$ cat config.mk
export PLATFORM = sky130hd
export DESIGN_NAME = pipeline_exec_controller
export DESIGN_NICKNAME = d
export VERILOG_FILES = /design/src/rtl/pipeline_exec_controller_pkg.sv /design/src/rtl/pipeline_exec_controller.sv
export SDC_FILE = /design/constraint.sdc
export NUM_CORES = 1
export LEC_CHECK = 0
export ABC_AREA = 0
export CAP_MARGIN = 0
export CORE_MARGIN = 2
export CORE_UTILIZATION = 51
export DETAILED_ROUTE_END_ITERATION = 16
export PLACE_DENSITY_LB_ADDON = 0.3
export SYNTH_ARGS = -nofsm -noshare
export SYNTH_HDL_FRONTEND = slang
export SYNTH_SLANG_ARGS = --single-unit
$ cat constraint.sdc
create_clock -name i_clock -period 5.5 [get_ports i_clock]
set_clock_uncertainty 0.15 [all_clocks]
set_input_delay 1.1 -clock i_clock [delete_from_list [all_inputs] [get_ports i_clock]]
set_output_delay 1.1 -clock i_clock [all_outputs]
set_load 0.01 [all_outputs]
$ cat src/rtl/pipeline_exec_controller_pkg.sv
// Shared definitions for the debug-unit pipeline execution controller:
// command codes, FSM state encodings and the default HALT encoding.
package pipeline_exec_controller_pkg;

  localparam logic [1:0] CMD_RUN   = 2'b00;
  localparam logic [1:0] CMD_STEP  = 2'b01;
  localparam logic [1:0] CMD_STOP  = 2'b10;
  localparam logic [1:0] CMD_CLEAR = 2'b11;

  localparam logic [2:0] ST_IDLE   = 3'd0;
  localparam logic [2:0] ST_RUN    = 3'd1;
  localparam logic [2:0] ST_STEP   = 3'd2;
  localparam logic [2:0] ST_DRAIN  = 3'd3;
  localparam logic [2:0] ST_HALTED = 3'd4;

  localparam logic [31:0] HALT_INSTR_DEFAULT = 32'hFFFF_FFFF;

endpackage

$ cat src/rtl/pipeline_exec_controller.sv
// Debug-unit pipeline sequencer: free-run, single-step, halt detect with drain,
// stop. Drives the global stage enable, a fetch freeze and a saturating cycle counter.
module pipeline_exec_controller
  import pipeline_exec_controller_pkg::*;
#(
  parameter int unsigned         NB_DATA    = 32,
  parameter int unsigned         NB_COUNT   = 32,
  parameter int unsigned         PIPE_DEPTH = 5,
  parameter logic [NB_DATA-1:0]  HALT_INSTR = NB_DATA'(HALT_INSTR_DEFAULT)
) (
  input  logic                i_clock,
  input  logic                i_reset,
  input  logic                i_cmd_valid,
  input  logic [1:0]          i_cmd,
  input  logic [NB_DATA-1:0]  i_instruction,
  output logic                o_valid,
  output logic                o_fetch_hold,
  output logic                o_cmd_error,
  output logic                o_step_done,
  output logic                o_running,
  output logic                o_halted,
  output logic [NB_COUNT-1:0] o_cycle_count
);

  localparam int unsigned NB_DRAIN = (PIPE_DEPTH > 2) ? $clog2(PIPE_DEPTH) : 1;
  localparam logic [NB_DRAIN-1:0] DRAIN_LOAD = NB_DRAIN'(PIPE_DEPTH - 1);

  logic [2:0]          state, state_nxt;
  logic [NB_DRAIN-1:0] drain_cnt, drain_nxt;
  logic                step_drain, step_drain_nxt;
  logic                err_nxt, done_nxt, clr_cnt;
  logic                halt_det;

  assign halt_det = o_valid & ~o_fetch_hold & (i_instruction == HALT_INSTR);

  always_comb begin
    state_nxt      = state;
    drain_nxt      = drain_cnt;
    step_drain_nxt = step_drain;
    err_nxt        = 1'b0;
    done_nxt       = 1'b0;
    clr_cnt        = 1'b0;
    case (state)
      ST_IDLE: begin
        if (i_cmd_valid) begin
          case (i_cmd)
            CMD_RUN:   state_nxt = ST_RUN;
            CMD_STEP:  state_nxt = ST_STEP;
            CMD_CLEAR: clr_cnt   = 1'b1;
            default:   err_nxt   = 1'b1;
          endcase
        end
      end
      ST_RUN: begin
        // STOP outranks a HALT seen in the same cycle
        if (i_cmd_valid && (i_cmd == CMD_STOP)) begin
          state_nxt = ST_IDLE;
        end else begin
          err_nxt = i_cmd_valid;
          if (halt_det) begin
            state_nxt      = ST_DRAIN;
            drain_nxt      = DRAIN_LOAD;
            step_drain_nxt = 1'b0;
          end
        end
      end
      ST_STEP: begin
        err_nxt = i_cmd_valid;
        if (halt_det) begin
          state_nxt      = ST_DRAIN;
          drain_nxt      = DRAIN_LOAD;
          step_drain_nxt = 1'b1;
        end else begin
          state_nxt = ST_IDLE;
          done_nxt  = 1'b1;
        end
      end
      ST_DRAIN: begin
        if (i_cmd_valid && (i_cmd == CMD_STOP)) begin
          state_nxt = ST_IDLE;
        end else begin
          err_nxt   = i_cmd_valid;
          drain_nxt = drain_cnt - NB_DRAIN'(1);
          if (drain_cnt == NB_DRAIN'(1)) begin
            state_nxt = ST_HALTED;
            done_nxt  = step_drain;
          end
        end
      end
      ST_HALTED: begin
        if (i_cmd_valid) begin
          if (i_cmd == CMD_CLEAR) begin
            state_nxt = ST_IDLE;
            clr_cnt   = 1'b1;
          end else begin
            err_nxt = 1'b1;
          end
        end
      end
      default: state_nxt = ST_IDLE;
    endcase
  end

  // Outputs are decoded from the next state so they are true flop outputs
  always_ff @(posedge i_clock or negedge i_reset) begin
    if (!i_reset) begin
      state         <= ST_IDLE;
      drain_cnt     <= '0;
      step_drain    <= 1'b0;
      o_valid       <= 1'b0;
      o_fetch_hold  <= 1'b0;
      o_cmd_error   <= 1'b0;
      o_step_done   <= 1'b0;
      o_running     <= 1'b0;
      o_halted      <= 1'b0;
      o_cycle_count <= '0;
    end else begin
      state        <= state_nxt;
      drain_cnt    <= drain_nxt;
      step_drain   <= step_drain_nxt;
      o_valid      <= (state_nxt == ST_RUN) || (state_nxt == ST_STEP) ||
                      (state_nxt == ST_DRAIN);
      o_fetch_hold <= (state_nxt == ST_DRAIN) || (state_nxt == ST_HALTED);
      o_cmd_error  <= err_nxt;
      o_step_done  <= done_nxt;
      o_running    <= (state_nxt == ST_RUN);
      o_halted     <= (state_nxt == ST_HALTED);
      if (clr_cnt)
        o_cycle_count <= '0;
      else if (o_valid && (o_cycle_count != '1))
        o_cycle_count <= o_cycle_count + NB_COUNT'(1);
    end
  end

endmodule

# Word-level counts from Yosys, hierarchy flattened
# Cells that the tools add are included.
classes:
  n_addsub: 2
  n_bitwise: 3
  n_reduce_logical: 15
  mux: 33
  n_eq_ne: 18
op_table:
  columns: ["op", "count"]
  rows:
  - ["$mux W32", 2]
  - ["$add A32 B1 Y32 const B", 1]
  - ["$eq A32 B32 Y1 const B", 1]
  - ["$ne A32 B32 Y1 const B", 1]
  - ["$mux W3", 10]
  - ["$pmux W3 S5", 1]
  - ["$mux W1", 14]
  - ["$eq A3 B2 Y1 const B", 4]
  - ["$eq A3 B1 Y1 const B", 3]
  - ["$pmux W3 S3", 1]
  - ["$ne A2 B2 Y1 const B", 4]
  - ["$eq A3 B3 Y1 const B", 2]
  - ["$pmux W3 S2", 1]
  - ["$eq A2 B2 Y1 const B", 2]
  - ["$pmux W1 S2", 2]
  - ["$pmux W1 S4", 1]
  - ["$reduce_and A4 Y1", 1]
  - ["$reduce_bool A2 Y1", 2]
  - ["$reduce_or A2 Y1", 2]
  - ["$logic_not A3 Y1", 1]
  - ["$logic_or A1 B1 Y1", 3]
  - ["$reduce_and A3 Y1", 1]
  - ["$reduce_bool A3 Y1", 1]
  - ["$reduce_or A3 Y1", 1]
  - ["7 further kinds", 9]
word_totals:
  elab_cells: 81
  inputBits: 37
  reg_bits: 45
  output_inout_bits: 38

# Depth between registers and ports, before layout
depth:
  depth_word: 9
  mapped_depth: 8
  mapped_depth_nobuf: 7

# Worst setup path before layout
# OpenSTA, ideal clock, no wires.
synth_path:
  path_kind: "input to register"
  start: "input i_instruction[30]"
  end: "register step_drain"
  n_path_buf: 0
  stages: 5
  setup_time_ns: 0.121
  arrival_time_ns: 2.119
  setup_slack_ns: 3.110
  cell_sequence: "nand4_1 > nor4_1 > nand4b_1 > o21a_1 > o22a_1"
synth_via:
  elab_chain_cells: 4
  word_cells_on_any_way: 5
  classes_between: "eq/ne (3); bitwise (1); reduce/logical (1)"
synth_lines:
  columns: ["item", "line", "source"]
  rows:
  - ["from (decl)", "pipeline_exec_controller.sv:15", "input logic [NB_DATA-1:0] i_instruction,"]
  - ["$eq A32 B32 Y1 *", "pipeline_exec_controller.sv:34", "assign halt_det = o_valid & ~o_fetch_hold & (i_instruction == HALT_INSTR);"]
  - ["$and A1 B1 Y1 *", "pipeline_exec_controller.sv:34", null]
  - ["$ne A2 B2 Y1 (no line)", null, null]
  - ["$reduce_and A4 Y1 (no line) *", null, null]
  - ["to (signal assigned)", "pipeline_exec_controller.sv:120", "step_drain <= step_drain_nxt;"]
  - ["to (decl)", "pipeline_exec_controller.sv:30", "logic step_drain, step_drain_nxt;"]
# Every way passes the cells marked *; elsewhere a longest branch is shown, timed or not.
# A chain may end at the register's enable or synchronous reset.

# Worst setup path after layout
layout_path:
  start: "input i_instruction[30]"
  end: "register drain_cnt[0]"
layout_via:
  elab_chain_cells: 5
layout_lines:
  columns: ["item", "line", "source"]
  rows:
  - ["$eq A32 B32 Y1 *", "pipeline_exec_controller.sv:34", null]
  - ["$and A1 B1 Y1 *", "pipeline_exec_controller.sv:34", null]
  - ["$mux W3 *", null, null]
  - ["$mux W3", null, null]
  - ["$pmux W3 S3 *", null, null]
  - ["to (signal assigned)", "pipeline_exec_controller.sv:119", "drain_cnt <= drain_nxt;"]
  - ["to (decl)", "pipeline_exec_controller.sv:29", "logic [NB_DRAIN-1:0] drain_cnt, drain_nxt;"]
# Every way passes the cells marked *; elsewhere a longest branch is shown, timed or not. The select of a mux whose other input is x is not followed.

==> impl_metrics.ini <==
[min_path]
worstHoldStart = drain_cnt[0]
hold_path.class = reg2reg

[cts]
cts_root_buf = clkbuf_8
htree_levels = 2
cts-buffers-inserted = 5
post_cts_buffers = 0
path_clk_slew_ns = 0.08
ctsResizeCount = 0
hold_buffers = 0
insertion_delay_ns = 0.30
cts_max_path_buffers = 2
cts_sinks = 45
tritoncts = built

[layout]
antennaDiodeCount = 0
regArea_um2 = 1130
drive_above_1_share_pct = 7.49
fin_nets = 386
areaGrowthSynthToFinish_pct = 32.8
nFillCells = 394
multi_input_area_um2 = 1350
fin_cells = 414
finish.utilization_pct = 71.1

[run_status]
outcome = finished, final reports clean

[timing]
tightest_slew_ns = 0.976
slew_violations = 0
timing.setup.tns_ns = 0
maxSlewHeadroom_pct = 35.0
hold_violations = 0
max_freq_mhz = 364
fin_crit_ns = 2.75
fin_crit_sh_pct = 50.0
finalSetupViolCount = 0
final.setup.worst_slack_ns = 2.75
rsz0062_at_grt = false

[placement]
place_congestion = 0.924
portBuffers = 74
place_inst = 406
hpwl_um = 4410
dp_slack_ns = 2.45

[global_route]
grt_pass1_wl_um = 10200
antenna_found_initial = 0
track_usage_pct = 23.6
grt_pass1_vias = 2260
grt_max_degree = 46
grt_overflow_total = 0

[power_and_ir_drop]
internal_power_mw = 0.809
power_density_nw_per_um2 = 386
combPwrFrac_pct = 40.7
leakagePower_nw = 1.31
peakVddDrop_uv = 183
pwr-share-seq_pct = 43.9
p_clk_share_pct = 15.4
p_sw_mw = 0.503
power_switching_share_pct = 38.3

[floorplanning]
fp.dieW_um = 74.9
fp.dieArea_um2 = 5610
rows = 25
core_area_um2 = 4790
die_h_um = 74.9
ioPinCount = 75
initial_core_util_pct = 53.5

[synthesis]
synth_nets = 315
yosysWarnings = 0
synth_edf_count = 0
avgSynthCellArea_um2 = 9.32
ys.flop_type = dfrtp_1
syn_inst = 275
syn_area_um2 = 2560
async_flop_share_pct = 100
yosysSeqAreaShare_pct = 43.9
ys_types = 51
synth_seq_cells = 45

[routing]
first_pass_iters = 4
drt_iter0_drc = 205
ant_nets = 0
drc_errors = 0
dr_total_vias = 2476
wl_per_cell_um = 14.7
via_per_inst = 5.98
finalWirelength_um = 6090

[setup_path]
required_ns = 5.53
startpoint_type = input pin
crit_arrival_ns = 2.78
worst_setup_path_end_kind = register
cp_max_fo = 7
reg2reg_from = o_cycle_count[0]
cp-startpoint = i_instruction[30]
path_class = in2reg

[job]
cap_violations = 0
-- power by group through the flow --
stage | sequential (mW) | combinational [mW] | clock, mW
finish | 0.576 | 0.534 | 0.202
global route | 0.600 | 0.593 | 0.220
CTS | 0.575 | 0.537 | 0.204
detailed placement | 0.581 | 0.534 | 0
global placement | 0.576 | 0.523 | 0
floorplan | 0.584 | 0.259 | 0
-- sequential cells by signal, indices dropped and copies added, names as in the netlist --
register       count
step_drain         1
o_running          1
o_fetch_hold       1
o_step_done        1
o_cmd_error        1
o_valid            1
o_cycle_count     32
state              3
o_halted           1
drain_cnt          3
-- worst max-delay path: stages --
cell,delay (ns)
clkdlybuf4s50_1,0.47
nand4_1,0.10
nor4_1,0.36
nand4b_1,0.32
o21ai_0,0.32
mux2i_1,0.11
-- cell usage after synthesis (2+ instances only) --
cell	count	area share, %
dfrtp_1	45	44
a21oi_1	26	5.1
nand2_1	20	2.9
o21ai_0	17	3.3
nand4_1	16	3.9
nand3_1	15	2.9
nor2_1	15	2.2
or3_1	14	3.4
o31ai_1	11	3.2
or4_1	10	2.9
clkbuf_1	7	1.0
nor3_1	6	1.2
inv_1	5	0.73
nand2b_1	4	0.98
o21a_1	4	1.2
xnor2_1	4	1.4
and3_1	3	0.73
ha_1	3	1.5
nand4_2	3	1.5
nor2b_1	3	0.73
nor4_1	3	0.73
o21ai_1	3	0.59
a31o_2	2	0.68
and4_1	2	0.68
and4_2	2	0.78
clkbuf_8	2	1.1
mux2i_1	2	0.78
nand3b_1	2	0.59
nand4b_1	2	0.68
o22a_1	2	0.68
or3_4	2	0.88
-- cell families (layout without fill, tap and decap cells) --
group,Yosys count,after routing,synth area share (%)
compound gates,73,73,17.9
xor+xnor,4,4,1.37
fa+ha+maj,3,3,1.46
buf+inv,16,88,3.47
flops,45,45,43.9
mux,3,3,1.22
simple gates,131,131,30.7
-- metal layers --
metal / up-vias / GRT usage (%) / wire length (um)
li1: 1193 / - / -
met1: 1181 / 30.9 / 2510
met2: 94 / 38.5 / 3110
met3: 8 / 6.02 / 400
met4: 0 / 7.54 / 76
met5: - / 0 / 0
-- final timing paths --
| check | endpoint | slack (ns) | cells past startpoint |
|---|---|---|---|
| min in group asynchronous | o_cycle_count[7] | 0.80 | 1 |
| hold / removal | drain_cnt[0] | 0.36 | 1 |
| max in group asynchronous | o_cycle_count[21] | 3.79 | 1 |
| setup / recovery | drain_cnt[0] | 2.75 | 6 |
| setup reg to reg | o_cycle_count[15] | 2.96 | 7 |
| hold reg to reg | drain_cnt[0] | 0.36 | 1 |
-- layout by cell type (no fill, tap or decap), types with 3 or more instances in the layout --
| cell | n |
|---|---|
| clkdlybuf4s50_1 | 73 |
| dfrtp_1 | 45 |
| a21oi_1 | 26 |
| nand2_1 | 20 |
| o21ai_0 | 17 |
| nand4_1 | 16 |
| nor2_1 | 15 |
| nand3_1 | 15 |
| or3_1 | 14 |
| o31ai_1 | 11 |
| or4_1 | 10 |
| nor3_1 | 6 |
| inv_1 | 5 |
| clkbuf_8 | 5 |
| nand2b_1 | 4 |
| o21a_1 | 4 |
| xnor2_1 | 4 |
| nor4_1 | 3 |
| nor2b_1 | 3 |
| and3_1 | 3 |
| nand4_2 | 3 |
| o21ai_1 | 3 |
| ha_1 | 3 |
-- layout make-up --
type / instances / area share [%]
clock buffer: 7 / 2.24
sequential: 45 / 33.1
multi-input combinational: 214 / 39.6
inverter: 5 / 0.551
clock inverter: 1 / 0.221
tap: 67 / 2.46
timing repair buffer: 75 / 21.8
-- metrics by stage --
| stage | power, mW | cell area, um^2 | hold WS, ns |
|---|---|---|---|
| 3_5_place_dp | 1.12 | 3320 | 0.352 |
| 3_3_place_gp | 1.10 | 3320 | 0.340 |
| 2_1_floorplan | 0.842 | 2560 | 0.328 |
| 4_1_cts | 1.32 | 3400 | 0.360 |
| 6_report | 1.31 | 3400 | 0.358 |
| 5_1_grt | 1.41 | 3400 | 0.390 |
Power figures use the tool's default switching activity.
